**src/rtl/nn_mem_pkg.sv**
```systemverilog
// Shared definitions for the SoC RAM arbiter and its round-robin picker.
// Requester indices double as grant and response-routing identifiers.
package nn_mem_pkg;

  localparam int REQ_DBG    = 0;
  localparam int REQ_DATA   = 1;
  localparam int REQ_IFETCH = 2;

  localparam int RAM_AW   = 10;
  localparam int DW       = 32;
  localparam int MAX_LOCK = 4;

  typedef logic [1:0] req_id_t;

endpackage

```
**src/rtl/nn_rr_pick.sv**
```systemverilog
// Combinational round-robin picker: first request after last_i wins, 0-cycle latency.
// No backpressure; at most 4 requesters because indices are req_id_t wide.
module nn_rr_pick #(
  parameter int N = 3
) (
  input  logic [N-1:0] req_i,
  input  logic [1:0]   last_i,
  output logic [N-1:0] gnt_o,
  output logic [1:0]   idx_o,
  output logic         vld_o
);
  import nn_mem_pkg::*;

  req_id_t cand;

  // Scan farthest-to-nearest so the requester right after last_i overwrites the rest.
  always_comb begin
    gnt_o = '0;
    idx_o = '0;
    vld_o = 1'b0;
    cand  = '0;
    for (int k = N; k >= 1; k--) begin
      cand = req_id_t'((int'(last_i) + k) % N);
      if (req_i[cand]) begin
        idx_o = cand;
        vld_o = 1'b1;
      end
    end
    if (vld_o) gnt_o[idx_o] = 1'b1;
  end

endmodule

```
**src/rtl/nn_mem_arbiter.sv**
```systemverilog
// Single-port RAM arbiter: same-cycle grant, read data routed back one cycle later.
// Losers see gnt low and must hold their request; locked owners yield after MAX_LOCK grants.
module nn_mem_arbiter #(
  parameter int N_REQ    = 3,
  parameter int AW       = nn_mem_pkg::RAM_AW,
  parameter int DW       = nn_mem_pkg::DW,
  parameter int MAX_LOCK = nn_mem_pkg::MAX_LOCK
) (
  input  logic                CLK,
  input  logic                RST_N,
  input  logic [N_REQ-1:0]    req,
  input  logic [N_REQ-1:0]    we,
  input  logic [N_REQ-1:0]    lock,
  input  logic [N_REQ*32-1:0] addr,
  input  logic [N_REQ*DW-1:0] wdata,
  output logic [N_REQ-1:0]    gnt,
  output logic [N_REQ-1:0]    rvalid,
  output logic [DW-1:0]       rdata,
  output logic                ram_en,
  output logic                ram_we,
  output logic [AW-1:0]       ram_addr,
  output logic [DW-1:0]       ram_wdata,
  input  logic [DW-1:0]       ram_rdata
);
  import nn_mem_pkg::*;

  localparam int LCW = (MAX_LOCK > 1) ? $clog2(MAX_LOCK) : 1;
  localparam logic [LCW-1:0] CNT_MAX = LCW'(MAX_LOCK - 1);

  req_id_t          last_owner_q;
  req_id_t          rsp_id_q;
  req_id_t          rr_idx;
  req_id_t          win;
  logic [LCW-1:0]   lock_cnt_q;
  logic [LCW-1:0]   lock_cnt_d;
  logic             locked_q;
  logic             rsp_vld_q;
  logic             rsp_oor_q;
  logic [N_REQ-1:0] rr_gnt;
  logic [N_REQ-1:0] own_mask;
  logic [N_REQ-1:0] gnt_raw;
  logic             rr_vld;
  logic             other_req;
  logic             retain;
  logic             xfer;
  logic             in_range;
  logic [31:0]      win_addr;

  nn_rr_pick #(.N(N_REQ)) u_pick (
    .req_i  (req),
    .last_i (last_owner_q),
    .gnt_o  (rr_gnt),
    .idx_o  (rr_idx),
    .vld_o  (rr_vld)
  );

  assign own_mask  = N_REQ'(1) << last_owner_q;
  assign other_req = |(req & ~own_mask);

  // The lock counter only caps retention when someone else is actually waiting.
  assign retain  = locked_q && req[last_owner_q] && ((lock_cnt_q != CNT_MAX) || !other_req);
  assign win     = retain ? last_owner_q : rr_idx;
  assign gnt_raw = retain ? own_mask : (rr_vld ? rr_gnt : '0);
  assign gnt     = RST_N ? gnt_raw : '0;
  assign xfer    = |gnt;

  assign win_addr  = addr[32*win +: 32];
  assign in_range  = (win_addr[31:AW+2] == '0);
  assign ram_en    = xfer && in_range;
  assign ram_we    = ram_en && we[win];
  assign ram_addr  = win_addr[AW+1:2];
  assign ram_wdata = wdata[DW*win +: DW];

  assign lock_cnt_d = !retain                ? '0 :
                      (lock_cnt_q == CNT_MAX) ? lock_cnt_q :
                                                lock_cnt_q + LCW'(1);

  always_ff @(posedge CLK) begin
    if (!RST_N) begin
      last_owner_q <= req_id_t'(N_REQ - 1);
      lock_cnt_q   <= '0;
      locked_q     <= 1'b0;
      rsp_vld_q    <= 1'b0;
      rsp_id_q     <= '0;
      rsp_oor_q    <= 1'b0;
    end else begin
      rsp_vld_q <= xfer && !we[win];
      if (xfer) begin
        last_owner_q <= win;
        lock_cnt_q   <= lock_cnt_d;
        locked_q     <= lock[win];
        rsp_id_q     <= win;
        rsp_oor_q    <= !in_range;
      end
    end
  end

  // Out-of-range reads still complete, but with zero data.
  assign rvalid = rsp_vld_q ? (N_REQ'(1) << rsp_id_q) : '0;
  assign rdata  = (rsp_vld_q && !rsp_oor_q) ? ram_rdata : '0;

endmodule
```
**config.mk**
```make
export PLATFORM = sky130hd
export DESIGN_NAME = nn_mem_arbiter
export DESIGN_NICKNAME = d
export VERILOG_FILES = /design/src/rtl/nn_mem_pkg.sv /design/src/rtl/nn_rr_pick.sv /design/src/rtl/nn_mem_arbiter.sv
export SDC_FILE = /design/constraint.sdc
export NUM_CORES = 1
export LEC_CHECK = 0
export CAP_MARGIN = 20
export CORE_AREA = 2 2 124 126
export CTS_CLUSTER_SIZE = 20
export DETAILED_ROUTE_END_ITERATION = 10
export DIE_AREA = 0 0 126 128
export GPL_ROUTABILITY_DRIVEN = 0
export PLACE_DENSITY_LB_ADDON = 0.2
export SETUP_SLACK_MARGIN = 0.02
export SYNTH_ARGS = -nofsm -noshare
export SYNTH_HDL_FRONTEND = slang
export SYNTH_HIERARCHICAL = 1
export SYNTH_SLANG_ARGS = --single-unit
```
**constraint.sdc**
```tcl
create_clock -name CLK -period 7.95 [get_ports CLK]
set_input_delay 0.795 -clock CLK [delete_from_list [all_inputs] [get_ports CLK]]
set_output_delay 0.795 -clock CLK [all_outputs]
set_load 0.01 [all_outputs]
```
==> metrics.md, run 1 <==
| Metric | Value |
|---|---|
| Synthesized-area fraction occupied by ao, oa, aoi and oai cells | 0.329 |
| First-pass DRT Iterations | 4 |
| TritonCTS Buffers | 3 |
| EDFF count, synth | 0 |
| DRT iter0 DRCs | 123 |
| Clock buffer depth | 2 |
| Maximum vdd drop | approximately 140 uV |
| Adder-Cell Fraction of Synth Area | 0.0284 |
| Clock Root Buffer | clkbuf_16 |
| Synth area leaders | mux2i_1, o2bb2ai_1, and2_1, dfxtp_1, nor4_1 |
| Sequential area share after synthesis | 0.0728 |
| Top_reg_cell synth | dfxtp_1 |
| Avg Inst Size Synth | about 8.0 um2 |
| Die area | ~16000 um2 |
| Hold Crit Class | flip-flop to flip-flop |
| Resized cells post-CTS | 0 |
| Setup violators final | 0 |
| Yosys top cell area share | 0.214 |
| GRT Resource Usage Total | 0.142 |
| Post-Synth Simple-Gate Area | 0.266 |
| Global-route wire length before repair | about 18 mm |
| Worst EP arrival | roughly 4.4 ns |
| # IOs | approximately 320 |
| Critical Path End Type | output port |
| ANT nets after route | 0 |
| Number of standard cells after synthesis | roughly 270 |
| Grt total ovfl | 0 |
| Antenna Cells | 0 |
| Main combinational cell family by area after synthesis | compound AO/OA/AOI/OAI gates |
| Final WL | around 12 mm |
| Pwr Total | ~1.5 mW |
| Worst-path clk slew | around 0.040 ns |
| Crit path time final | between 5 and 6 ns |
| Initial Utilization | 0.148 |
| Vias in the first global route | 3510 |
| Netlist cell types | 51 |
| H-tree depth | 1 |
| Ys Warns | 6 |
| Post-layout net count | roughly 810 |
| Chip Height | roughly 130 um |
| Fmax | between 150 and 200 MHz |
| Unrepaired setup endpoints after global routing | no |
| Hpwl dp | 10.6 mm |
| Hold Vio Cnt, Final | 0 |
| Initial antenna violation count | 0 |
| Area leader, netlist | mux2i_1 |
| Layout fillers | approximately 1600 |
| TritonCTS Sinks | 8 |
| Total Neg Setup Slack | 0 ns |
| Post-synth net total | ~500 |
| Max-cap viol count | 0 |
| Worst slew pin tran | about 1.1 ns |
| Xor/xnor share of the synthesized area | 0 |
| Lkg Pwr | about 2.1 nW |
| Clk_skew | roughly 0.0014 ns |
| Vias per inst | around 4.5 |
| Multiplexer share of the synthesized area | 0.219 |
| WS Path Type | primary input to output port |
| Core area | 14900 um2 |
| Final Max Slew Viols | 0 |
| WL per Instance | approximately 17 um |
| Rel. slew slack | 0.291 |
| Chip width | 126 um |
| Crit path launch type | primary input |
| Clk Latency, worst-skew pair | ~0.23 ns |
| Layout cell share with drive strength beyond 1 | 0.0459 |
| Vias | approximately 3400 |
| Power Density | approximately 280 nW/um2 |
| Final period utilization | 0.651 |
| Pin count of the biggest net entering global routing | 48 |
| Syn-to-layout area delta | 149% |
| Worst path required time | a little over 7 ns |
| Worst-path maximum fanout | 47 |
| Site Rows | 45 |
| Hold_buf cts | 0 |
| Synthesized cell area | about 2200 um2 |
| CTS tree | yes |
| Status | finished clean |
| I/O Buffers | 310 |
| Setup Buffers After CTS | 0 |
| Synthesized flop and latch total | 8 |
| Post-synth ARST share | 0 |
| Drt drc | 0 |
==> cells by family (layout without fill, tap and decap cells) <==
logic type / count (synthesis) / after routing
mux: 48 / 48
compound gates: 84 / 84
buf+inv: 28 / 321
simple gates: 101 / 101
fa+ha+maj: 5 / 5
flops: 8 / 8
==> registers in the layout, summed over array words and instances, names as in the netlist <==
name	flops
last_owner_q	2
locked_q	1
lock_cnt_q	2
rsp_vld_q	1
rsp_id_q	1
rsp_oor_q	1
==> worst paths after layout <==
check | end | start | slack (ns) | depth (start not counted)
worst max-delay path | ram_we | req[2] | 2.77 | 8
worst min-delay path | lock_cnt_q[1] | lock_cnt_q[1] | 0.51 | 2
worst max register to register | rsp_oor_q | last_owner_q[0] | 4.53 | 8
worst min register to register | lock_cnt_q[1] | lock_cnt_q[1] | 0.51 | 2
==> area by class of cell <==
class	instances	area (um2)	area share
repair buffers	311	3110	0.569
multi-input cells	238	1860	0.341
well taps	188	235	0.0430
flip-flops and latches	8	160	0.0293
clock buffers	3	75.1	0.0137
inverters	7	26.3	0.00480
==> synth_stat cells, types with 3 or more instances <==
| cell type | number |
|---|---|
| mux2i_1 | 47 |
| nor4_1 | 15 |
| nand3_1 | 5 |
| inv_1 | 7 |
| buf_4 | 6 |
| and3_1 | 3 |
| o2bb2ai_1 | 42 |
| nand2_1 | 10 |
| buf_2 | 5 |
| a21oi_1 | 5 |
| and2_1 | 32 |
| nor2b_1 | 5 |
| nor2_1 | 13 |
| nor3_1 | 5 |
| o21ai_0 | 5 |
| dfxtp_1 | 8 |
| clkbuf_1 | 3 |
| a31oi_1 | 5 |
| ha_1 | 5 |
| a211oi_2 | 3 |
| buf_6 | 7 |
==> worst max-delay path, stage by stage <==
cell,delay (ns)
clkdlybuf4s50_1,0.65
mux2i_1,0.14
a21oi_2,0.26
a211o_1,0.42
a21o_2,0.85
a211oi_2,0.23
a2111oi_2,0.37
clkdlybuf4s50_1,0.64
==> power breakdown <==
group / switching (mW) / internal [mW]
Combinational: 0.645 / 0.711
Clock: 0.0175 / 0.0646
Sequential: 0.0277 / 0.0566
==> metal layers <==
layer,track usage,up-vias,part of all wire
li1,-,1643,-
met1,0.141,1515,0.35
met2,0.295,200,0.55
met3,0.0384,4,0.095
met4,0.0200,0,0.0052
met5,0,-,0
==> per-stage QoR <==
stage                     utilization  setup slack (ns)  hold slack [ns]  instances  cell area [um2]
after global routing            0.368              2.53            0.551        755             5470
after detailed placement        0.363              2.72            0.504        752             5400
final                           0.368              2.77            0.505        755             5470
after floorplan                     -              4.73            0.469        274             2200
after CTS                       0.368              2.71            0.512        755             5470
after global placement          0.363              2.73            0.485        752             5400
==> cells in the final DEF (no fill, tap or decap), types with 3 or more instances in the layout <==
cell               n
a211oi_2           3
o2bb2ai_1         42
nor4_1            15
a21oi_1            5
inv_1              7
nor2b_1            4
o21ai_0            5
nand3_1            5
clkdlybuf4s50_1  310
dfxtp_1            8
a31oi_1            5
ha_1               5
nand2_1           10
nor3_1             5
and2_1            32
mux2i_1           47
nor2_1            13
clkbuf_16          3
(Power assumes the default switching activity.)
==> run 2, diff against run 1 <==
- CORE_AREA: 2 2 124 126 -> 2 2 121 123
- DIE_AREA: 0 0 126 128 -> 0 0 123 125
- clock period: 7.95 -> 4.9 ns (I/O delays scaled with it)
==> run 2 against run 1 <==
Against the previous run:
- routed wire length shrank 1.9%
- sequential power is 44% higher
- combinational power up 66%
- count of clock-buffer cells in the layout is the same
- first-iteration DRC count shrank 28%
- global-route usage grew 0.54 points
- final cell count unchanged
- largest cell class unchanged
==> metrics.md, run 2 (synthesis gave the netlist of run 1 again) <==
| Metric | Value |
|---|---|
| Crit path time final | 4.25 ns |
| WS Path Type | flip-flop to output port |
| Placed cells | 752 (unchanged) |
| Resized cells post-CTS | 0 (unchanged) |
| Maximum vdd drop | 188 uV (+32%) |
| Worst path required time | 4.41 ns (-2.74 ns) |
| Vias in the first global route | 3453 (-1.6%) |
| GRT Resource Usage Total | 0.147 (+0.00543) |
| TritonCTS Sinks | 8 (unchanged) |
| Commonest non-fill, non-tap cell in the layout | clkdlybuf4s50_1 |
| Hpwl dp | 10.4 mm (-2.2%) |
| Worst-path clk slew | 0.04 ns (about the same) |
| Lkg Pwr | 2.16 nW (+1.1%) |
| Global-route wire length before repair | 17.9 mm (-2.1%) |
| Fmax | roughly 240 MHz |
| Setup violators final | 0 (unchanged) |
| CTS tree | yes |
| DRT iter0 DRCs | 88 (-28%) |
| Grt total ovfl | 0 (unchanged) |
| Vias | 3382 (+0.59%) |
| Hold Crit Class | flip-flop to flip-flop |
| Worst EP arrival | 3.76 ns (-0.62 ns) |
| Layout cell share with drive strength beyond 1 | 0.0525 (+0.00668) |
| Multi-input gate area | 1860 um2 (unchanged) |
| Die area | 15400 um2 (-4.7%) |
| H-tree depth | 1 (unchanged) |
| Syn-to-layout area delta | 150% |
| Non-Filler Instances | 755 (unchanged) |
| Worst slew pin tran | 0.955 ns (-0.106 ns) |
| First-pass DRT Iterations | 4 (unchanged) |
| Hold_buf cts | 0 (unchanged) |
| Site Rows | 44 (-2.2%) |
| Critical Path End Type | output port |
| # IOs | 317 (unchanged) |
| Initial antenna violation count | 0 (unchanged) |
| Unrepaired setup endpoints after global routing | no |
| Crit path launch type | flip-flop |
| TritonCTS Buffers | 3 (unchanged) |
| Total Neg Setup Slack | 0 ns (unchanged) |
| Max-cap viol count | 0 (unchanged) |
| Antenna Cells | 0 (unchanged) |
| Post-layout net count | 813 (+0.49%) |
| Setup Buffers After CTS | 0 (unchanged) |
| Layout fillers | 1445 (-7.1%) |
| Power Density | 458 nW/um2 (+64%) |
| Final Max Slew Viols | 0 (unchanged) |
| Vias per inst | 4.48 (+0.59%) |
| Chip Height | 125 um (-2.3%) |
| Post-route cell area | 5510 um2 (+0.69%) |
| Clk_skew | 0.000430 ns (-0.000991 ns) |
| Clock Root Buffer | clkbuf_16 |
| ANT nets after route | 0 (unchanged) |
| Pin count of the biggest net entering global routing | 33 (-31%) |
| Rel. slew slack | 0.360 (+0.0694) |
| Initial Utilization | 0.155 (+0.00689) |
| Clock buffer depth | 2 (unchanged) |
| WL per Instance | 16.2 um (-1.9%) |
| FF+latch area | 160 um2 (unchanged) |
| I/O Buffers | 310 (unchanged) |
| Status | finished clean |
| Hold Vio Cnt, Final | 0 (unchanged) |
| Final WL | 12.3 mm (-1.9%) |
| Area after DPL | 5430 um2 (+0.70%) |
| Core area | 14200 um2 (-4.4%) |
| Chip width | 123 um (-2.4%) |
| Largest regs | last_owner_q: 2 flops, lock_cnt_q: 2 flops |
| Commonest cells after routing, fill and taps aside | clkdlybuf4s50_1, mux2i_1, o2bb2ai_1, and2_1, nor4_1 |
| Layout Utilization | 0.388 (+0.0198) |
| Worst-path maximum fanout | 30 (-36%) |
| Final period utilization | 0.868 |
| Drt drc | 0 (unchanged) |
| Clk Latency, worst-skew pair | 0.23 ns (about the same) |
-- run 2: changes by cell type in the layout (fill, tap and decap cells not counted) --
cell / change
buf_12: +1
buf_4: +3
-- run 2: critical path, stage by stage, from the launching register on --
cell             delay (ns)
dfxtp_1                0.43
ha_1                   0.54
mux2i_1                0.29
nand2_1                0.12
a31oi_2                0.33
nand3_1                0.26
and3_2                 0.31
buf_4                  0.29
mux2i_1                0.18
o2bb2ai_1              0.18
clkdlybuf4s50_1        0.58
-- run 2: where the power goes --
group | internal (mW) | switching [mW] | total [mW] | leakage, nW
registers | 0.0918 | 0.0294 | 0.121 | 0.0660
clock network | 0.105 | 0.0323 | 0.138 | 0.0370
logic | 1.19 | 1.07 | 2.26 | 2.05
-- run 2: cell type report --
cell class                 count  area share
clock buffer                   3      0.0136
multi-input combinational    238       0.338
tap                          184      0.0418
inverter                       7     0.00477
sequential                     8      0.0291
timing repair buffer         315       0.572
-- run 2: final timing paths --
kind | startpoint | endpoint | slack [ns] | cells after the start
worst max register to register | last_owner_q[1] | locked_q | 1.87 | 9
worst min-delay path | lock_cnt_q[0] | lock_cnt_q[0] | 0.54 | 2
worst min register to register | lock_cnt_q[0] | lock_cnt_q[0] | 0.54 | 2
worst max-delay path | last_owner_q[1] | ram_wdata[9] | 0.65 | 10
-- run 2: per-layer routing --
metal,vias up,wire length (um),GRT usage
met5,-,0,0
met4,0,46,0.0140
met3,4,1460,0.0411
met2,196,6500,0.297
met1,1525,4250,0.152
li1,1657,-,-
-- run 2: through the flow --
stage          worst slack [ns]  power [mW]  hold WS (ns)
2_1_floorplan              1.98        1.39         0.469
3_3_place_gp              0.712        2.38         0.485
3_5_place_dp              0.653        2.39         0.521
4_1_cts                   0.647        2.55         0.545
5_1_grt                   0.400        2.71         0.568
6_report                  0.647        2.52         0.540
